`src/rtl/round_timer.sv`:
```
// Per-round countdown source for the binary counting game: elapsed units,
// latched round length, blink enable and answer/expiry reporting.
module round_timer #(
   parameter int unsigned TICK_DIV = 1000
) (
   input  logic       clk,
   input  logic       rst,
   input  logic       start,
   input  logic       stop,
   input  logic       pause,
   input  logic [7:0] max_time,
   output logic [7:0] timer_value,
   output logic [7:0] max_time_q,
   output logic       running,
   output logic       paused,
   output logic       tick,
   output logic       timeout,
   output logic       expired
);

   localparam logic [1:0] S_IDLE    = 2'd0;
   localparam logic [1:0] S_RUN     = 2'd1;
   localparam logic [1:0] S_PAUSE   = 2'd2;
   localparam logic [1:0] S_EXPIRED = 2'd3;

   localparam logic [15:0] PRESC_LAST = 16'(TICK_DIV - 1);

   logic [1:0]  state_q, state_d;
   logic [15:0] presc_q, presc_d;
   logic [7:0]  timer_q, timer_d;
   logic [7:0]  max_lat_q, max_lat_d;
   logic        tick_q, tick_d;
   logic        timeout_q, timeout_d;
   logic        running_q, paused_q, expired_q;

   // Priority: start > stop > pause > prescaler wrap, in every state.
   always_comb begin
      state_d   = state_q;
      presc_d   = presc_q;
      timer_d   = timer_q;
      max_lat_d = max_lat_q;
      tick_d    = 1'b0;
      timeout_d = 1'b0;
      if (start) begin
         max_lat_d = max_time;
         timer_d   = 8'd0;
         presc_d   = 16'd0;
         if (max_time == 8'd0) begin
            state_d   = S_EXPIRED;
            timeout_d = 1'b1;
         end else begin
            state_d = S_RUN;
         end
      end else begin
         case (state_q)
            S_RUN: begin
               if (stop) begin
                  state_d = S_IDLE;
               end else if (pause) begin
                  state_d = S_PAUSE;
               end else if (presc_q == PRESC_LAST) begin
                  presc_d = 16'd0;
                  timer_d = timer_q + 8'd1;
                  tick_d  = 1'b1;
                  if (timer_q + 8'd1 == max_lat_q) begin
                     state_d   = S_EXPIRED;
                     timeout_d = 1'b1;
                  end
               end else begin
                  presc_d = presc_q + 16'd1;
               end
            end
            // The resume edge itself does not advance the prescaler, so the
            // partial unit held during the pause is neither lost nor gained.
            S_PAUSE: begin
               if (stop) begin
                  state_d = S_IDLE;
               end else if (!pause) begin
                  state_d = S_RUN;
               end
            end
            default: ;
         endcase
      end
   end

   always_ff @(posedge clk) begin
      if (rst) begin
         state_q   <= S_IDLE;
         presc_q   <= 16'd0;
         timer_q   <= 8'd0;
         max_lat_q <= 8'd0;
         tick_q    <= 1'b0;
         timeout_q <= 1'b0;
         running_q <= 1'b0;
         paused_q  <= 1'b0;
         expired_q <= 1'b0;
      end else begin
         state_q   <= state_d;
         presc_q   <= presc_d;
         timer_q   <= timer_d;
         max_lat_q <= max_lat_d;
         tick_q    <= tick_d;
         timeout_q <= timeout_d;
         running_q <= (state_d == S_RUN);
         paused_q  <= (state_d == S_PAUSE);
         expired_q <= (state_d == S_EXPIRED);
      end
   end

   assign timer_value = timer_q;
   assign max_time_q  = max_lat_q;
   assign running     = running_q;
   assign paused      = paused_q;
   assign tick        = tick_q;
   assign timeout     = timeout_q;
   assign expired     = expired_q;

endmodule

```
`config.mk`:
```
export PLATFORM = sky130hd
export DESIGN_NAME = round_timer
export DESIGN_NICKNAME = d
export VERILOG_FILES = /design/src/rtl/round_timer.sv
export SDC_FILE = /design/constraint.sdc
export NUM_CORES = 1
export LEC_CHECK = 0
export CAP_MARGIN = 0
export CORE_MARGIN = 8
export CORE_UTILIZATION = 41
export CTS_CLUSTER_DIAMETER = 100
export DETAILED_ROUTE_END_ITERATION = 16
export HOLD_SLACK_MARGIN = 0.15
export PLACE_DENSITY = 0.65
export SYNTH_ARGS = -nofsm -noshare
export SYNTH_HDL_FRONTEND = slang
export SYNTH_SLANG_ARGS = --single-unit
```
`constraint.sdc`:
```
create_clock -name clk -period 2.7 [get_ports clk]
set_input_delay 0.405 -clock clk [delete_from_list [all_inputs] [get_ports clk]]
set_output_delay 0.405 -clock clk [all_outputs]
set_load 0.05 [all_outputs]
```
* Yosys cells after proc, flatten, opt, wreduce, memory -nomap -nowiden
Index checks and enable logic that the tools add are counted.
** Storage, ports and cells
- Word-level logic and storage cells :: 44
- Register bits :: 39
** Cells by class
- Add/subtract/negate cells :: 2
- Muxes and demuxes :: 18
- Reduce and logical (&&, ||, !) cells :: 5
- Equal/unequal tests :: 7
- Bitwise logic cells :: 3
** Operators with widths (number)
- $add A16 B1 Y16 const B :: 1
- $eq A16 B10 Y1 const B :: 1
- $mux W16 :: 1
- $mux W2 :: 8
- $add A8 B1 Y8 const B :: 1
- $eq A8 B8 Y1 :: 1
- $logic_not A8 Y1 :: 1
- $mux W1 :: 8
- $eq A2 B2 Y1 const B :: 3
- $reduce_or A5 Y1 :: 1
- $eq A2 B1 Y1 const B :: 2
- $pmux W2 S2 :: 1
- $reduce_and A4 Y1 :: 1
- $not A1 Y1 :: 3
- $reduce_and A3 Y1 :: 1
- $reduce_or A2 Y1 :: 1

* Longest topological paths before layout
Gate-level depths: netlist (run 1).
- Depth in word-level cells :: 9
- Mapped depth :: 8

* Least setup slack after synthesis (run 1)
No wires, ideal clock.
- Path type :: reg2reg
- From :: register timer_q[0] (netlist: timer_value[0])
- To :: register running_q (netlist: running)
- Arrival time :: 2.256 ns
- Library setup time :: 0.088 ns
- Clock period less this slack :: 2.344 ns
- Cell stages (with the launch flop) :: 7
- Slack :: 0.356 ns
- Required time :: 2.612 ns
- Cells stage by stage :: dfxtp_1 > ha_1 > nand3_1 > or3_1 > a221oi_2 > a41oi_2 > nor4_2
** Between the ends
- Longest elaborated chain between the ends :: 9
** RTL lines
- from (decl) :: line 30 : logic [7:0] timer_q, timer_d;
- from (signal assigned) :: line 101 : timer_q <= timer_d;
- $add A8 B1 Y8 :: line 65 : if (timer_q + 8'd1 == max_lat_q) begin
- $eq A8 B8 Y1 :: line 65
- $mux W2 :: line 65
- $mux W2 :: line 61 : end else if (presc_q == PRESC_LAST) begin
- $mux W2 :: line 59 : end else if (pause) begin
- $mux W2 :: line 57 : if (stop) begin
- $pmux W2 S2 :: line 55 : case (state_q)
- $mux W2 :: line 44 : if (start) begin
- $eq A2 B1 Y1 :: line 105 : running_q <= (state_d == S_RUN);
- to (signal assigned) :: line 105
- to (decl) :: line 34 : logic running_q, paused_q, expired_q;
Every way passes these cells.
A chain may end at the register's enable or synchronous reset.

* Worst setup path in the final report (run 1)
Ends and elaborated chain as after synthesis.

==> results of run 1 <==
through the flow:
stage	total power, mW	hold slack (ns)	cell area, sq um
finish	1.15	0.482	2500
global route	1.20	0.510	2500
CTS	1.16	0.483	2500
detailed placement	0.737	0.472	2400
global placement	0.737	0.461	2400
floorplan	0.683	0.449	1990
logic make-up after synthesis:
logic type,Yosys count,synth area share
and+or+nand+nor,121,0.307
DFF,39,0.393
xor gates and xnor gates,28,0.123
AOI/OAI and AO/OA,25,0.0894
buffers and inverters,10,0.0220
muxes,8,0.0403
adders and majority gates,4,0.0252
placed cells by master (no fill, tap or decap), types with 3 or more instances in the layout:
master / netlist / final
a21oi_1: 6 / 6
a31oi_1: 3 / 3
and4_1: 3 / 3
buf_4: 0 / 6
clkbuf_8: 0 / 7
clkdlybuf4s50_1: 0 / 33
dfxtp_1: 39 / 39
ha_1: 4 / 4
inv_1: 3 / 3
mux2i_1: 8 / 8
nand2_1: 25 / 25
nand3_1: 8 / 8
nand4_1: 5 / 5
nor2_1: 44 / 44
nor3_1: 7 / 7
nor3b_1: 3 / 3
nor4_1: 4 / 4
o21ai_0: 8 / 8
xnor2_1: 13 / 13
xor2_1: 15 / 15
per-layer routing:
| metal | share of wire | track usage | vias to the layer above |
|---|---|---|---|
| met5 | 0 | 0 | - |
| li1 | - | - | 887 |
| met1 | 0.49 | 0.163 | 773 |
| met4 | 0.014 | 0.0494 | 0 |
| met3 | 0.051 | 0.0458 | 4 |
| met2 | 0.45 | 0.211 | 31 |
path summary, 6_finish.rpt:
check,from,endpoint,slack [ns],depth (start not counted)
max,timer_value[0],running,0.57,6
min,presc_q[1],presc_q[1],0.48,2
max reg2reg,timer_value[0],running,0.57,6
min reg2reg,presc_q[1],presc_q[1],0.48,2
synthesized netlist by cell type, drive strengths merged, types with 4 or more instances:
master | count | share of area
nor2 | 46 | 0.089
dfxtp | 39 | 0.39
nand2 | 25 | 0.047
xor2 | 15 | 0.066
xnor2 | 13 | 0.057
mux2i | 8 | 0.040
nand3 | 8 | 0.020
o21ai | 8 | 0.020
nor3 | 7 | 0.018
a21oi | 6 | 0.015
nor4 | 6 | 0.025
clkbuf | 5 | 0.012
nand4 | 5 | 0.016
ha | 4 | 0.025
nor3b | 4 | 0.018
power by group:
group	internal [mW]	leakage, nW	switching [mW]	total (mW)
combinational	0.0558	0.510	0.0725	0.128
sequential	0.584	0.316	0.0101	0.594
clock	0.233	0.0515	0.193	0.426
total	0.873	0.878	0.275	1.15
critical path, cell delays in order, from the launching register on:
cell and delay, ns:
dfxtp_1 0.45, ha_1 0.24, nand3_1 0.13, or3_1 0.39
a221oi_2 0.36, a41oi_2 0.22, nor4_2 0.27
state kept, by name, indices dropped and copies added, names as in the netlist:
| name | count |
|---|---|
| expired | 1 |
| max_time_q | 8 |
| paused | 1 |
| presc_q | 16 |
| running | 1 |
| state_q | 2 |
| tick | 1 |
| timeout | 1 |
| timer_value | 8 |
area by class of cell:
| type | count | share of cell area |
|---|---|---|
| well taps | 54 | 0.0270 |
| multi-input cells | 186 | 0.466 |
| repair buffers | 39 | 0.150 |
| flip-flops and latches | 39 | 0.312 |
| clock buffers | 8 | 0.0401 |
| inverters | 3 | 0.00451 |
==> summary.md, run 1 <==
| Metric | Value |
|---|---|
| Place WS | approximately 0.44 ns |
| I/O pin count | 34 |
| Worst Path Max Fanout | 6 |
| Syn nets | between 200 and 300 |
| Post-Syn Area | approximately 0.0020 sq mm |
| Total negative setup slack | 0 ns |
| Grt ovf | 0 |
| Max-Cap Viols | 0 |
| Final worst slack | between 0.5 and 0.6 ns |
| Clock tree buffer depth | 2 |
| Count of input and output buffers | 33 |
| Total Nets Final | between 200 and 300 |
| Die area | around 0.0073 sq mm |
| Die Ht | between 80 and 90 microns |
| Vias in the first global route | roughly 1600 |
| Max Clock Freq | between 400 and 500 MHz |
| Post-synth EDFFs | 0 |
| Detailed Route Iter0 Violations | roughly 100 |
| Post-CTS sizing | 0 |
| Clk pin slew, worst setup/hold paths | about 0.080 ns |
| Final core utilization | 0.533 |
| Non-filler cells, final | approximately 330 |
| Status | finished clean |
| Post-CTS Setup Bufs | 0 |
| Critical path data required time | just under 3 ns |
| Area grow syn2layout | 25.7% |
| CTS Buf Count | 5 |
| Syn avg cell area | ~8.5 sq um |
| Max VDD drop | about 0.00033 V |
| # fillers | 453 |
| P_leak | 0.878 nW |
| CP Class | reg2reg |
| Period minus WS final | between 2 and 2.5 ns |
| Global-route wire length before repair | a little under 8 mm |
| Tcrit/Tclk final | 0.789 |
| Placed Instances | between 300 and 400 |
| Core area | about 0.0047 sq mm |
| CTS Hold Bufs | 0 |
| TritonCTS Sinks | 39 |
| Layout cells sized above 1 | 0.0982 |
| Largest net degree at the start of global routing | 17 |
| RSZ-0062 raised after global routing | false |
| Gpl congestion | approximately 0.84 |
| Ant diodes | 0 |
| Clk_lat worst skew | 0.29 ns |
| WL/cell | approximately 14 microns |
| Ys Warns | 0 |
| Slew @ Worst Pin | between 0.5 and 0.6 ns |
| Main synth FF type | dfxtp_1 |
| Root Driver | clkbuf_8 |
| 1st-pass router iterations | 4 |
| Clock Skews | 0.00703 ns |
| Finish-stage setup viols | 0 |
| Initial Util | 0.424 |
| Multi-input logic area | 0.00116 sq mm |
| Power density over the cells | about 460 mW/mm^2 |
| Critical Path AT | roughly 2.3 ns |
| Crit path capture type | flip-flop |
| CTS tree | done |
| Number of vias per cell | just over 5 |
| DRT Wirelength | 4.55 mm |
| Htree depth | 2 |
| Chip width | about 86 microns |
| Max_slew headroom | 0.640 |
| Hold crit path type | reg2reg |
| Final max-slew violation count | 0 |
| Num rows | 25 |
| # DRC | 0 |
| Global Route Usage Sum | 0.133 |
| Via Count | about 1700 |
| Ys async rst share | 0 |
| Mapped Cells | approximately 240 |
| Critical path launch point type | flip-flop |
| Routed Antenna Nets | 0 |
| Initial antenna violation count | 0 |
| Final hold violation count | 0 |
| Register area share after synthesis | 0.393 |
| Post-synthesis cell type count | 44 |
| #FFs+latches synth | 39 |
| Register area | roughly 800 sq um |
| Placed wire-length estimate | around 3.5 mm |
Note: power is estimated with default switching activity, not from simulation.
==> run 2, diff against run 1 <==
Settings changed: PLACE_DENSITY 0.65 to 0.68.
Clock period 2.7 ns to 1.7 ns, I/O delays scaled along.
==> run 2 against run 1 <==
  * Highest routed layer unchanged
  * Design area is 31% higher
  * Hold slack gained 0.074 ns
  * Routed wire length up 25%
  * Largest cell class unchanged
  * Fmax is 17% higher
  * Via count rose by 18%
  * The flow now finishes with violations (setup timing)
  * Global-route usage grew 2.3 points
  * Critical endpoint is now expired
  * Count of clock-buffer cells in the layout down 2
==> summary.md, run 2 (synthesis gave the netlist of run 1 again) <==
| Metric | Value |
|---|---|
| Final instance area | 0.00326 sq mm (was 0.00250 sq mm) |
| # fillers | 358 (was 453) |
| Htree depth | 2 (unchanged) |
| Initial Util | 0.424 (unchanged) |
| Placed Instances | 370 (was 321) |
| Period minus WS final | 1.82 ns (was 2.13 ns) |
| Global Route Usage Sum | 0.157 (was 0.133) |
| Clock Skews | 0.00451 ns (was 0.00703 ns) |
| Routed Antenna Nets | 0 (unchanged) |
| Critical path data required time | 1.92 ns (was 2.91 ns) |
| Critical path launch point type | flip-flop (unchanged) |
| TritonCTS Sinks | 39 (unchanged) |
| Initial antenna violation count | 0 (unchanged) |
| Detailed Route Iter0 Violations | 74 (was 101) |
| DRT Wirelength | 5.68 mm (was 4.55 mm) |
| Largest register FFs | 16 (unchanged) |
| Largest net degree at the start of global routing | 17 (unchanged) |
| Worst R2R Path Depth | 8 (was 6) |
| RSZ-0062 raised after global routing | true (was false) |
| Final worst slack | -0.122 ns (was 0.569 ns) |
| CTS tree | done (unchanged) |
| Crit path capture type | flip-flop (unchanged) |
| Area grow syn2layout | 64.1% (was 25.7%) |
| Reg2reg start | timer_value[0] (unchanged) |
| Gpl congestion | 0.825 (was 0.838) |
| Die Ht | 85.6 microns (unchanged) |
| Placed wire-length estimate | 4.08 mm (was 3.51 mm) |
| Final max-slew violation count | 0 (unchanged) |
| Hold endpoint | presc_q[9] (was presc_q[1]) |
| Root Driver | clkbuf_8 (unchanged) |
| Max Clock Freq | 549 MHz (was 469 MHz) |
| Clock tree buffer depth | 2 (unchanged) |
| # DRC | 0 (unchanged) |
| R2r endpoint | expired (was running) |
| Core area | 0.00469 sq mm (unchanged) |
| Die area | 0.00733 sq mm (unchanged) |
| Chip width | 85.6 microns (unchanged) |
| Total Nets Final | 348 (was 291) |
| I/O pin count | 34 (unchanged) |
| Violated checks | setup timing |
| Placed cell areas | 0.00285 sq mm (was 0.00240 sq mm) |
| Max VDD drop | 0.000506 V (was 0.000328 V) |
| Count of input and output buffers | 33 (unchanged) |
| Status | complete, but fails checks (was finished clean) |
| Number of vias per cell | 5.17 (was 5.15) |
| Global-route wire length before repair | 9.29 mm (was 7.87 mm) |
| Max_slew headroom | 0.707 (was 0.640) |
| Via Count | 1996 (was 1695) |
| Largest register by flop count | presc_q (unchanged) |
| Clk pin slew, worst setup/hold paths | 0.08 ns (about the same) |
| CP Class | reg2reg (unchanged) |
| Vias in the first global route | 1978 (was 1637) |
| Tcrit/Tclk final | 1.07 (was 0.789) |
| Place WS | -0.359 ns (was 0.442 ns) |
| Hold crit path type | reg2reg (unchanged) |
| Reg2reg setup slack | -0.12 ns (was 0.57 ns) |
| Max-Cap Viols | 0 (unchanged) |
| Commonest cells after routing, fill and taps aside | buf_4, nor2_1, dfxtp_1, nand2_1, xor2_1 (was nor2_1, dfxtp_1, clkdlybuf4s50_1, nand2_1, xor2_1) |
| CTS Buf Count | 5 (unchanged) |
| Clk_lat worst skew | 0.29 ns (about the same) |
| Layout cells sized above 1 | 0.461 (was 0.0982) |
| Grt ovf | 0 (unchanged) |
| P_leak | 1.34 nW (was 0.878 nW) |
| Commonest non-fill, non-tap cell in the layout | buf_4 (was nor2_1) |
| Fin Hold WS | 0.555 ns (was 0.482 ns) |
| 1st-pass router iterations | 4 (unchanged) |
| HP Start | presc_q[9] (was presc_q[1]) |
| WL/cell | 14.7 microns (was 13.8 microns) |
| Finish-stage setup viols | 9 (was 0) |
| Critical Path AT | 2.04 ns (was 2.34 ns) |
| Worst Path Max Fanout | 4 (was 6) |
| Power density over the cells | 618 mW/mm^2 (was 460 mW/mm^2) |
| Num rows | 25 (unchanged) |
| Non-filler cells, final | 386 (was 329) |
| Ant diodes | 0 (unchanged) |
| Number of cells on the worst hold path | 2 (unchanged) |
| Slew @ Worst Pin | 0.440 ns (was 0.538 ns) |
| Final hold violation count | 0 (unchanged) |
## run 2: cell count changes in the layout (fill, tap and decap cells not counted), sizes merged
cell and delta:
clkdlybuf4s50 -22, buf +78, clkinv +1, bufinv +1, dlymetal6s2s +1, clkbuf -2
## run 2: worst max-delay path, cell delays in order (launching register included)
cell      delay [ns]
dfxtp_4         0.37
ha_4            0.17
and2_4          0.14
o21ai_2         0.15
o311ai_4        0.12
a221oi_4        0.36
buf_6           0.16
a31oi_4         0.09
nor3_1          0.19
## run 2: power by group
part | internal (mW) | total [mW] | leakage (nW) | switching, mW
combinational | 0.129 | 0.282 | 0.955 | 0.153
clock | 0.475 | 0.799 | 0.0612 | 0.324
sequential | 0.920 | 0.936 | 0.325 | 0.0155
## run 2: routing by layer
metal / GRT usage / wire, microns
met3: 0.0411 / 330
met1: 0.189 / 2450
met5: 0 / 0
met4: 0.0557 / 78
met2: 0.260 / 2820
## run 2: final cells by class
| type | count | area [sq um] | share of cell area |
|---|---|---|---|
| multi-input cells | 186 | 1470 | 0.451 |
| clock buffers | 6 | 82.6 | 0.0253 |
| flip-flops and latches | 39 | 812 | 0.249 |
| clock inverters | 2 | 35.0 | 0.0107 |
| well taps | 54 | 67.6 | 0.0207 |
| repair buffers | 96 | 785 | 0.240 |
| inverters | 3 | 11.3 | 0.00345 |
## run 2: metrics by stage
stage / power [mW] / util / setup TNS, ns
CTS: 2.01 / 0.657 / -0.297
detailed placement: 1.20 / 0.607 / -5.90
finish: 2.02 / 0.695 / -0.452
global placement: 1.20 / 0.607 / -5.56
global route: 2.09 / 0.695 / -1.46
floorplan: 1.09 / - / -0.401
## run 2: how the worst max path moves through the flow
| stage | from | to | slack (ns) | depth (start not counted) |
|---|---|---|---|---|
| floorplan | timer_value[0] | running | -0.18 | 7 |
| global placement | stop | presc_q[14] | -0.28 | 6 |
| detailed placement | stop | paused | -0.36 | 6 |
| CTS | timer_value[0] | running | -0.11 | 8 |
| global route | timer_value[3] | expired | -0.21 | 7 |
| finish | timer_value[0] | expired | -0.12 | 8 |
## run 2: timing repair
item,in CTS,in global routing
hold buffers,0,0
setup endpoints to repair,24,31
pin swaps,15,22
endpoints found under the hold margin,0,0
setup buffers,4,4
resized for setup,17,33
